[src/rtl/axi_pkg.sv]
// rtl/axi_pkg.sv - AXI4-Lite channel structs, response codes and register bank FSM states
package axi_pkg;

  typedef struct packed {
    logic        awvalid;
    logic [31:0] awaddr;
    logic        wvalid;
    logic [31:0] wdata;
    logic [3:0]  wstrb;
    logic        bready;
    logic        arvalid;
    logic [31:0] araddr;
    logic        rready;
  } axi_lite_mosi;

  typedef struct packed {
    logic        awready;
    logic        wready;
    logic        bvalid;
    logic [1:0]  bresp;
    logic        arready;
    logic        rvalid;
    logic [31:0] rdata;
    logic [1:0]  rresp;
  } axi_lite_miso;

  typedef logic [1:0] axi_resp_t;

  localparam axi_resp_t OKAY   = 2'b00;
  localparam axi_resp_t SLVERR = 2'b10;
  localparam axi_resp_t DECERR = 2'b11;

  typedef enum logic [1:0] {W_IDLE, W_WAIT_D, W_WAIT_A, W_RESP} wr_state_t;
  typedef enum logic {R_IDLE, R_DATA} rd_state_t;

endpackage

[src/rtl/axil_addr_decode.sv]
// rtl/axil_addr_decode.sv - byte address to register index and AXI response
// Purely combinational; one instance serves each channel.
module axil_addr_decode
  import axi_pkg::*;
#(
  parameter int              N_REGS    = 8,
  parameter logic [31:0]     BASE_ADDR = 32'h0,
  parameter logic [N_REGS-1:0] RO_MASK = '0,
  parameter int              IDX_W     = $clog2(N_REGS)
) (
  input  logic [31:0]      addr,
  input  logic             is_write,
  output logic [IDX_W-1:0] idx,
  output axi_resp_t        resp
);

  logic [31:0] off;
  logic [29:0] word;

  always_comb begin
    off  = addr - BASE_ADDR;
    word = off[31:2];
    idx  = word[IDX_W-1:0];
    resp = OKAY;
    if (off[1:0] != 2'b00 || word >= 30'(N_REGS)) begin
      resp = DECERR;
    end else if (is_write && (idx == '0 || RO_MASK[idx])) begin
      // register 0 is the version word, so it is never writable
      resp = SLVERR;
    end
  end

endmodule

[src/rtl/axil_reg_bank.sv]
// rtl/axil_reg_bank.sv - AXI4-Lite register bank with independent read/write FSMs
// Optional byte-enable writes: define AXIL_REG_BANK_WSTRB_EN.
module axil_reg_bank
  import axi_pkg::*;
#(
  parameter int                N_REGS    = 8,
  parameter logic [31:0]       BASE_ADDR = 32'h0,
  parameter logic [31:0]       VERSION   = 32'h2904_2023,
  parameter logic [N_REGS-1:0] RO_MASK   = '0
) (
  input  logic                   clk,
  input  logic                   rst,
  input  axi_lite_mosi           axio_i,
  output axi_lite_miso           axii_o,
  input  logic [N_REGS-1:0][31:0] stat_i,
  output logic [N_REGS-1:0][31:0] ctrl_o,
  output logic [N_REGS-1:0]      wr_pulse_o
);

  localparam int IDX_W = $clog2(N_REGS);

  wr_state_t wr_state_q, wr_state_d;
  rd_state_t rd_state_q, rd_state_d;
  logic [31:0] aw_addr_q, aw_addr_d;
  logic [31:0] w_data_q, w_data_d;
  logic [3:0]  w_strb_q, w_strb_d;
  axi_resp_t   bresp_q, bresp_d;
  axi_resp_t   rresp_q, rresp_d;
  logic [31:0] rdata_q, rdata_d;
  logic [N_REGS-1:0]       wr_pulse_q, wr_pulse_d;
  logic [N_REGS-1:0][31:0] regs_q, regs_d;

  logic             commit;
  logic [31:0]      wr_addr;
  logic [31:0]      commit_data;
  logic [3:0]       commit_strb;
  logic [IDX_W-1:0] wr_idx, rd_idx;
  axi_resp_t        wr_resp, rd_resp;
  logic             unused_sink;

  // In W_WAIT_D the address was captured earlier; otherwise it arrives this cycle.
  assign wr_addr = (wr_state_q == W_WAIT_D) ? aw_addr_q : axio_i.awaddr;

  axil_addr_decode #(
    .N_REGS(N_REGS), .BASE_ADDR(BASE_ADDR), .RO_MASK(RO_MASK), .IDX_W(IDX_W)
  ) u_wr_decode (
    .addr(wr_addr), .is_write(1'b1), .idx(wr_idx), .resp(wr_resp)
  );

  axil_addr_decode #(
    .N_REGS(N_REGS), .BASE_ADDR(BASE_ADDR), .RO_MASK(RO_MASK), .IDX_W(IDX_W)
  ) u_rd_decode (
    .addr(axio_i.araddr), .is_write(1'b0), .idx(rd_idx), .resp(rd_resp)
  );

  always_comb begin
    for (int i = 0; i < N_REGS; i++) begin
      if (i == 0)           ctrl_o[i] = VERSION;
      else if (RO_MASK[i])  ctrl_o[i] = stat_i[i];
      else                  ctrl_o[i] = regs_q[i];
    end
  end

  always_comb begin
    wr_state_d  = wr_state_q;
    aw_addr_d   = aw_addr_q;
    w_data_d    = w_data_q;
    w_strb_d    = w_strb_q;
    bresp_d     = bresp_q;
    wr_pulse_d  = '0;
    regs_d      = regs_q;
    commit      = 1'b0;
    commit_data = axio_i.wdata;
    commit_strb = axio_i.wstrb;
    case (wr_state_q)
      W_IDLE: begin
        if (axio_i.awvalid && axio_i.wvalid) begin
          commit     = 1'b1;
          wr_state_d = W_RESP;
        end else if (axio_i.awvalid) begin
          aw_addr_d  = axio_i.awaddr;
          wr_state_d = W_WAIT_D;
        end else if (axio_i.wvalid) begin
          w_data_d   = axio_i.wdata;
          w_strb_d   = axio_i.wstrb;
          wr_state_d = W_WAIT_A;
        end
      end
      W_WAIT_D: begin
        if (axio_i.wvalid) begin
          commit     = 1'b1;
          wr_state_d = W_RESP;
        end
      end
      W_WAIT_A: begin
        if (axio_i.awvalid) begin
          commit      = 1'b1;
          commit_data = w_data_q;
          commit_strb = w_strb_q;
          wr_state_d  = W_RESP;
        end
      end
      W_RESP: begin
        if (axio_i.bready) wr_state_d = W_IDLE;
      end
      default: wr_state_d = W_IDLE;
    endcase

    if (commit) begin
      bresp_d = wr_resp;
      if (wr_resp == OKAY) begin
        wr_pulse_d[wr_idx] = 1'b1;
`ifdef AXIL_REG_BANK_WSTRB_EN
        for (int b = 0; b < 4; b++) begin
          if (commit_strb[b]) regs_d[wr_idx][8*b +: 8] = commit_data[8*b +: 8];
        end
`else
        regs_d[wr_idx] = commit_data;
`endif
      end
    end
  end

  // Read data is taken from the pre-edge register view, so a same-cycle write is not visible.
  always_comb begin
    rd_state_d = rd_state_q;
    rdata_d    = rdata_q;
    rresp_d    = rresp_q;
    case (rd_state_q)
      R_IDLE: begin
        if (axio_i.arvalid) begin
          rresp_d    = rd_resp;
          rdata_d    = (rd_resp == OKAY) ? ctrl_o[rd_idx] : 32'h0;
          rd_state_d = R_DATA;
        end
      end
      R_DATA: begin
        if (axio_i.rready) rd_state_d = R_IDLE;
      end
      default: rd_state_d = R_IDLE;
    endcase
  end

  always_ff @(posedge clk) begin
    if (rst) begin
      wr_state_q <= W_IDLE;
      rd_state_q <= R_IDLE;
      aw_addr_q  <= '0;
      w_data_q   <= '0;
      w_strb_q   <= '0;
      bresp_q    <= OKAY;
      rresp_q    <= OKAY;
      rdata_q    <= '0;
      wr_pulse_q <= '0;
      regs_q     <= '0;
    end else begin
      wr_state_q <= wr_state_d;
      rd_state_q <= rd_state_d;
      aw_addr_q  <= aw_addr_d;
      w_data_q   <= w_data_d;
      w_strb_q   <= w_strb_d;
      bresp_q    <= bresp_d;
      rresp_q    <= rresp_d;
      rdata_q    <= rdata_d;
      wr_pulse_q <= wr_pulse_d;
      regs_q     <= regs_d;
    end
  end

  always_comb begin
    axii_o         = '0;
    axii_o.awready = (wr_state_q == W_IDLE) || (wr_state_q == W_WAIT_A);
    axii_o.wready  = (wr_state_q == W_IDLE) || (wr_state_q == W_WAIT_D);
    axii_o.bvalid  = (wr_state_q == W_RESP);
    axii_o.bresp   = bresp_q;
    axii_o.arready = (rd_state_q == R_IDLE);
    axii_o.rvalid  = (rd_state_q == R_DATA);
    axii_o.rdata   = rdata_q;
    axii_o.rresp   = rresp_q;
  end

  assign wr_pulse_o = wr_pulse_q;

  // Storage behind register 0 / RO slots and unmasked status words are intentionally unread.
  assign unused_sink = ^{stat_i, regs_q, commit_strb};

endmodule

[config.mk]
export PLATFORM = sky130hd
export DESIGN_NAME = axil_reg_bank
export DESIGN_NICKNAME = d
export VERILOG_FILES = /design/src/rtl/axi_pkg.sv /design/src/rtl/axil_addr_decode.sv /design/src/rtl/axil_reg_bank.sv
export SDC_FILE = /design/constraint.sdc
export NUM_CORES = 1
export LEC_CHECK = 0
export ABC_CLOCK_PERIOD_IN_PS = 4140
export BUFFER_PORTS_ARGS = -buffer_cell sky130_fd_sc_hd__buf_4
export CAP_MARGIN = 20
export CORE_AREA = 8 8 256 258
export CTS_BUF_LIST = sky130_fd_sc_hd__clkbuf_8
export CTS_CLUSTER_SIZE = 14
export DETAILED_ROUTE_END_ITERATION = 12
export DIE_AREA = 0 0 264 266
export GPL_ROUTABILITY_DRIVEN = 1
export PLACE_DENSITY = 0.56
export SYNTH_ARGS = -nofsm -noshare
export SYNTH_HDL_FRONTEND = slang
export SYNTH_HIERARCHICAL = 1
export SYNTH_SLANG_ARGS = --single-unit
export TNS_END_PERCENT = 10
[constraint.sdc]
create_clock -name clk -period 4.14 [get_ports clk]
set_clock_uncertainty 0.2 [all_clocks]
set_input_delay 0.828 -clock clk [delete_from_list [all_inputs] [get_ports clk]]
set_output_delay 0.828 -clock clk [all_outputs]
set_load 0.01 [all_outputs]
==> metrics.txt <==
status finished, final reports clean; ratio of cells with drive above 1 in the final layout 0.3301; largest net degree at the start of global routing 141; Crit path required time 4.46 ns; GRT Residual Overflow 0; DRC 0; CP Max Fanout 64; # IOs 668; CP Cell Sequence inv_1 -> ha_1 -> buf_12 -> mux2_2 -> nor4_2 -> nand4_1 -> or3_1 -> nor4b_2 -> buf_4 -> o211ai_4 -> buf_12 -> nand3_1 -> o21ai_0; crit path buf inv count 4; Die Wd 264 um; area delta synth->final 32.49%; ANT nets after route 0; Cell Area, Synth ~14000 sq um; Max-Cap Viols 0; worst skew pair latency 0.66 ns; DRT Pass-1 Iters 7; Final Critical Period 3.809 ns; library cells used by synthesis 49; switching power 0.002282 W; drt initial violations between 700 and 800; kind of end point of the critical path flip-flop; Max Fclk 0.2625 GHz; Final #Nets around 2.3k; first-pass GRT wire length between 80000 and 90000 um; Ys Warns 6; vias per cell 4.751; post-CTS setup buffer count 0; power share of the clock group 0.419; post_cts resized 0; Core ar. 61260 sq um; Max Root-Sink Buffers 3; CP peak stage delay 0.54 ns; number of synthesized flops with an enable pin 0; die height 266 um; Pwr Total ~0.0079 W; Least-Margin Pin Slew 1.076 ns; Crit path max-delay family simple AND/OR/NAND/NOR gates; Combinational Power Share 0.159; Max H-tree Level 2; CTS buffer count 59; post-DP HPWL 41630 um; initial core utilization 0.2342; Int Pwr 0.005667 W; Overall Global Routing Usage 0.1617; Post-synth ARST share 0; final setup vio count 0; period utilization 0.9200; syn avg cell area 9.157 sq um; Seq/Total Area, Yosys 0.4674; most used cell, CP buf_12; hold buffer count at CTS 0; Routed WL 59820 um; Hold Vio Cnt, Final 0; VDD IR-drop max 0.2251 mV; vias in the first global route 12.96k; worst relative slew slack 0.2810; gpl congestion 0.8259; row count 91; CP max stage cell or3_1; CTS Sinks 335; hold crit path type in -> reg; vias about 13k; critical path type reg -> reg; Port Buffer Count 375; Main synth FF type dfxtp_1; die area about 70000 sq um; Root Buffer clkbuf_8; Mapped Cells 1567; type of origin of the critical path flip-flop; P_leak 7.545 nW; RSZ-0062 raised after global routing false; Worst EP arrival 4.13 ns; Pwr Density 418.1 nW/um^2; synthesized flop and latch total between 300 and 400; TNS Setup 0 ns; Seq pwr share 0.422; antenna violations before repair 7; CTS tree done; wire per inst ~22 um; Net Sw Frac 0.2871; Clock Pin Slew Worst Setup and Hold Paths 0.06 ns; Slew Limit Fails 0
[synthesized netlist by cell type, types with 2 or more instances]
library cell | count | area, sq um
clkbuf_2 | 13 | 65.06
buf_1 | 4 | 15.01
nor2_1 | 13 | 48.80
a221oi_1 | 24 | 210.2
mux4_2 | 24 | 540.5
inv_1 | 6 | 22.52
a211oi_1 | 8 | 60.06
conb_1 | 2 | 7.510
o31ai_1 | 24 | 180.2
o21ai_0 | 202 | 1011
buf_4 | 60 | 450.4
clkbuf_1 | 70 | 262.8
nand2_1 | 197 | 739.5
nand4_1 | 4 | 25.02
a21oi_1 | 76 | 380.4
or2_1 | 2 | 12.51
nand3_1 | 226 | 1131
nor3_1 | 7 | 35.03
o211ai_4 | 6 | 127.6
mux2i_1 | 29 | 290.3
nor4_2 | 6 | 75.07
a22oi_1 | 17 | 127.6
nor4b_1 | 2 | 17.52
and2_1 | 2 | 12.51
nor4_1 | 6 | 37.54
ha_1 | 5 | 62.56
dfxtp_1 | 335 | 6706
buf_6 | 5 | 56.30
o21ai_1 | 31 | 155.2
mux2_2 | 88 | 991.0
or2_2 | 3 | 18.77
nor2b_1 | 28 | 175.2
or3_1 | 2 | 12.51
nor4b_2 | 2 | 30.03
nand2b_1 | 3 | 18.77
buf_2 | 22 | 110.1
[tightest hold or removal path, stage by stage]
cell and delay (ns):
buf_4 0.11, nand2_1 0.04, a21oi_1 0.05
[sequential cells by signal, summed over array words and instances, names as in the netlist]
register	flops
aw_addr_q	32
wr_state_q	2
bresp_q	2
w_data_q	32
rd_state_q	1
ctrl_o	224
rdata_q	32
rresp_q	2
wr_pulse_o	8
[worst paths after layout]
kind,from,endpoint,slack (ns),cells past startpoint
worst max-delay path,wr_state_q[1]$_SDFFE_PP0P_,ctrl_o[176]$_SDFFE_PP0P_,0.33,13
worst min-delay path,axio_i[75],aw_addr_q[3]$_SDFFE_PP0P_,0.23,3
worst max register to register,wr_state_q[1]$_SDFFE_PP0P_,ctrl_o[176]$_SDFFE_PP0P_,0.33,13
worst min register to register,w_data_q[29]$_SDFFE_PP0P_,w_data_q[29]$_SDFFE_PP0P_,0.25,2
[power by group through the flow]
stage          clock network (W)  registers, W  logic [W]
2_1_floorplan                  0       0.00342   0.000885
3_3_place_gp                   0       0.00342    0.00124
3_5_place_dp                   0       0.00343    0.00127
4_1_cts                  0.00342       0.00336    0.00127
5_1_grt                  0.00356       0.00337    0.00136
6_report                 0.00333       0.00336    0.00126
[placed cells by master, fill, tap and decap left out, types with 2 or more instances in the layout]
master and n:
nor3_1 7, inv_8 2, mux2i_1 29, nand4_1 4, nand3_1 226, a21oi_1 75
o31ai_1 24, ha_1 5, clkbuf_8 81, a22oi_1 17, inv_1 21, nand2_1 195
bufinv_16 2, nor2b_1 27, o21ai_1 31, nor4_1 6, dfxtp_1 335, nand2_2 3
a211oi_1 8, nor4b_2 2, a221oi_1 24, buf_12 10, clkinv_2 8, mux2_2 88
or2_1 2, or2_2 3, o211ai_4 6, or3_1 2, nor4_2 6, diode_2 6
conb_1 34, mux4_2 24, buf_4 395, nor4b_1 2, clkinvlp_4 2, o21ai_0 202
nand2b_1 3, nor2_1 12
[through the flow]
| step | hold slack [ns] | instance area (sq um) | instances | setup slack (ns) | utilization |
|---|---|---|---|---|---|
| after global routing | 0.1827 | 19010 | 2733 | 0.1048 | 0.3103 |
| after floorplan | 0.2329 | 14470 | 1599 | 0.5777 | - |
| after detailed placement | 0.2413 | 17700 | 2620 | 0.3395 | 0.2889 |
| after global placement | 0.2370 | 17700 | 2620 | 0.3968 | 0.2889 |
| final | 0.2310 | 19010 | 2735 | 0.3311 | 0.3103 |
| after CTS | 0.1579 | 19000 | 2729 | 0.3119 | 0.3101 |
[layer usage]
layer / up-vias / track usage / wire, um
met4: 2 / 0.06125 / 1793
li1: 6208 / - / -
met3: 101 / 0.05665 / 5273
met1: 6184 / 0.2020 / 25800
met5: - / 0 / 13
met2: 499 / 0.2550 / 26940
[cells by family after synthesis]
logic type	count (synthesis)	synth area share
AO/OA/AOI/OAI	396	0.1631
adder cells (fa/ha/maj)	5	0.004360
buffers and inverters	181	0.06871
flip-flops	335	0.4674
multiplexers	141	0.1270
other	2	0.0005234
AND/OR/NAND/NOR	507	0.1690
[layout make-up]
class / instances / area [sq um]
inverter: 7 / 33.78
clock buffer: 81 / 1115
sequential: 335 / 6706
fill: 6465 / 42250
tap: 790 / 988.4
timing repair buffer: 405 / 3166
multi-input combinational: 1083 / 6804
clock inverter: 28 / 182.7
antenna: 6 / 15.01
Power figures use the tool's default switching activity.
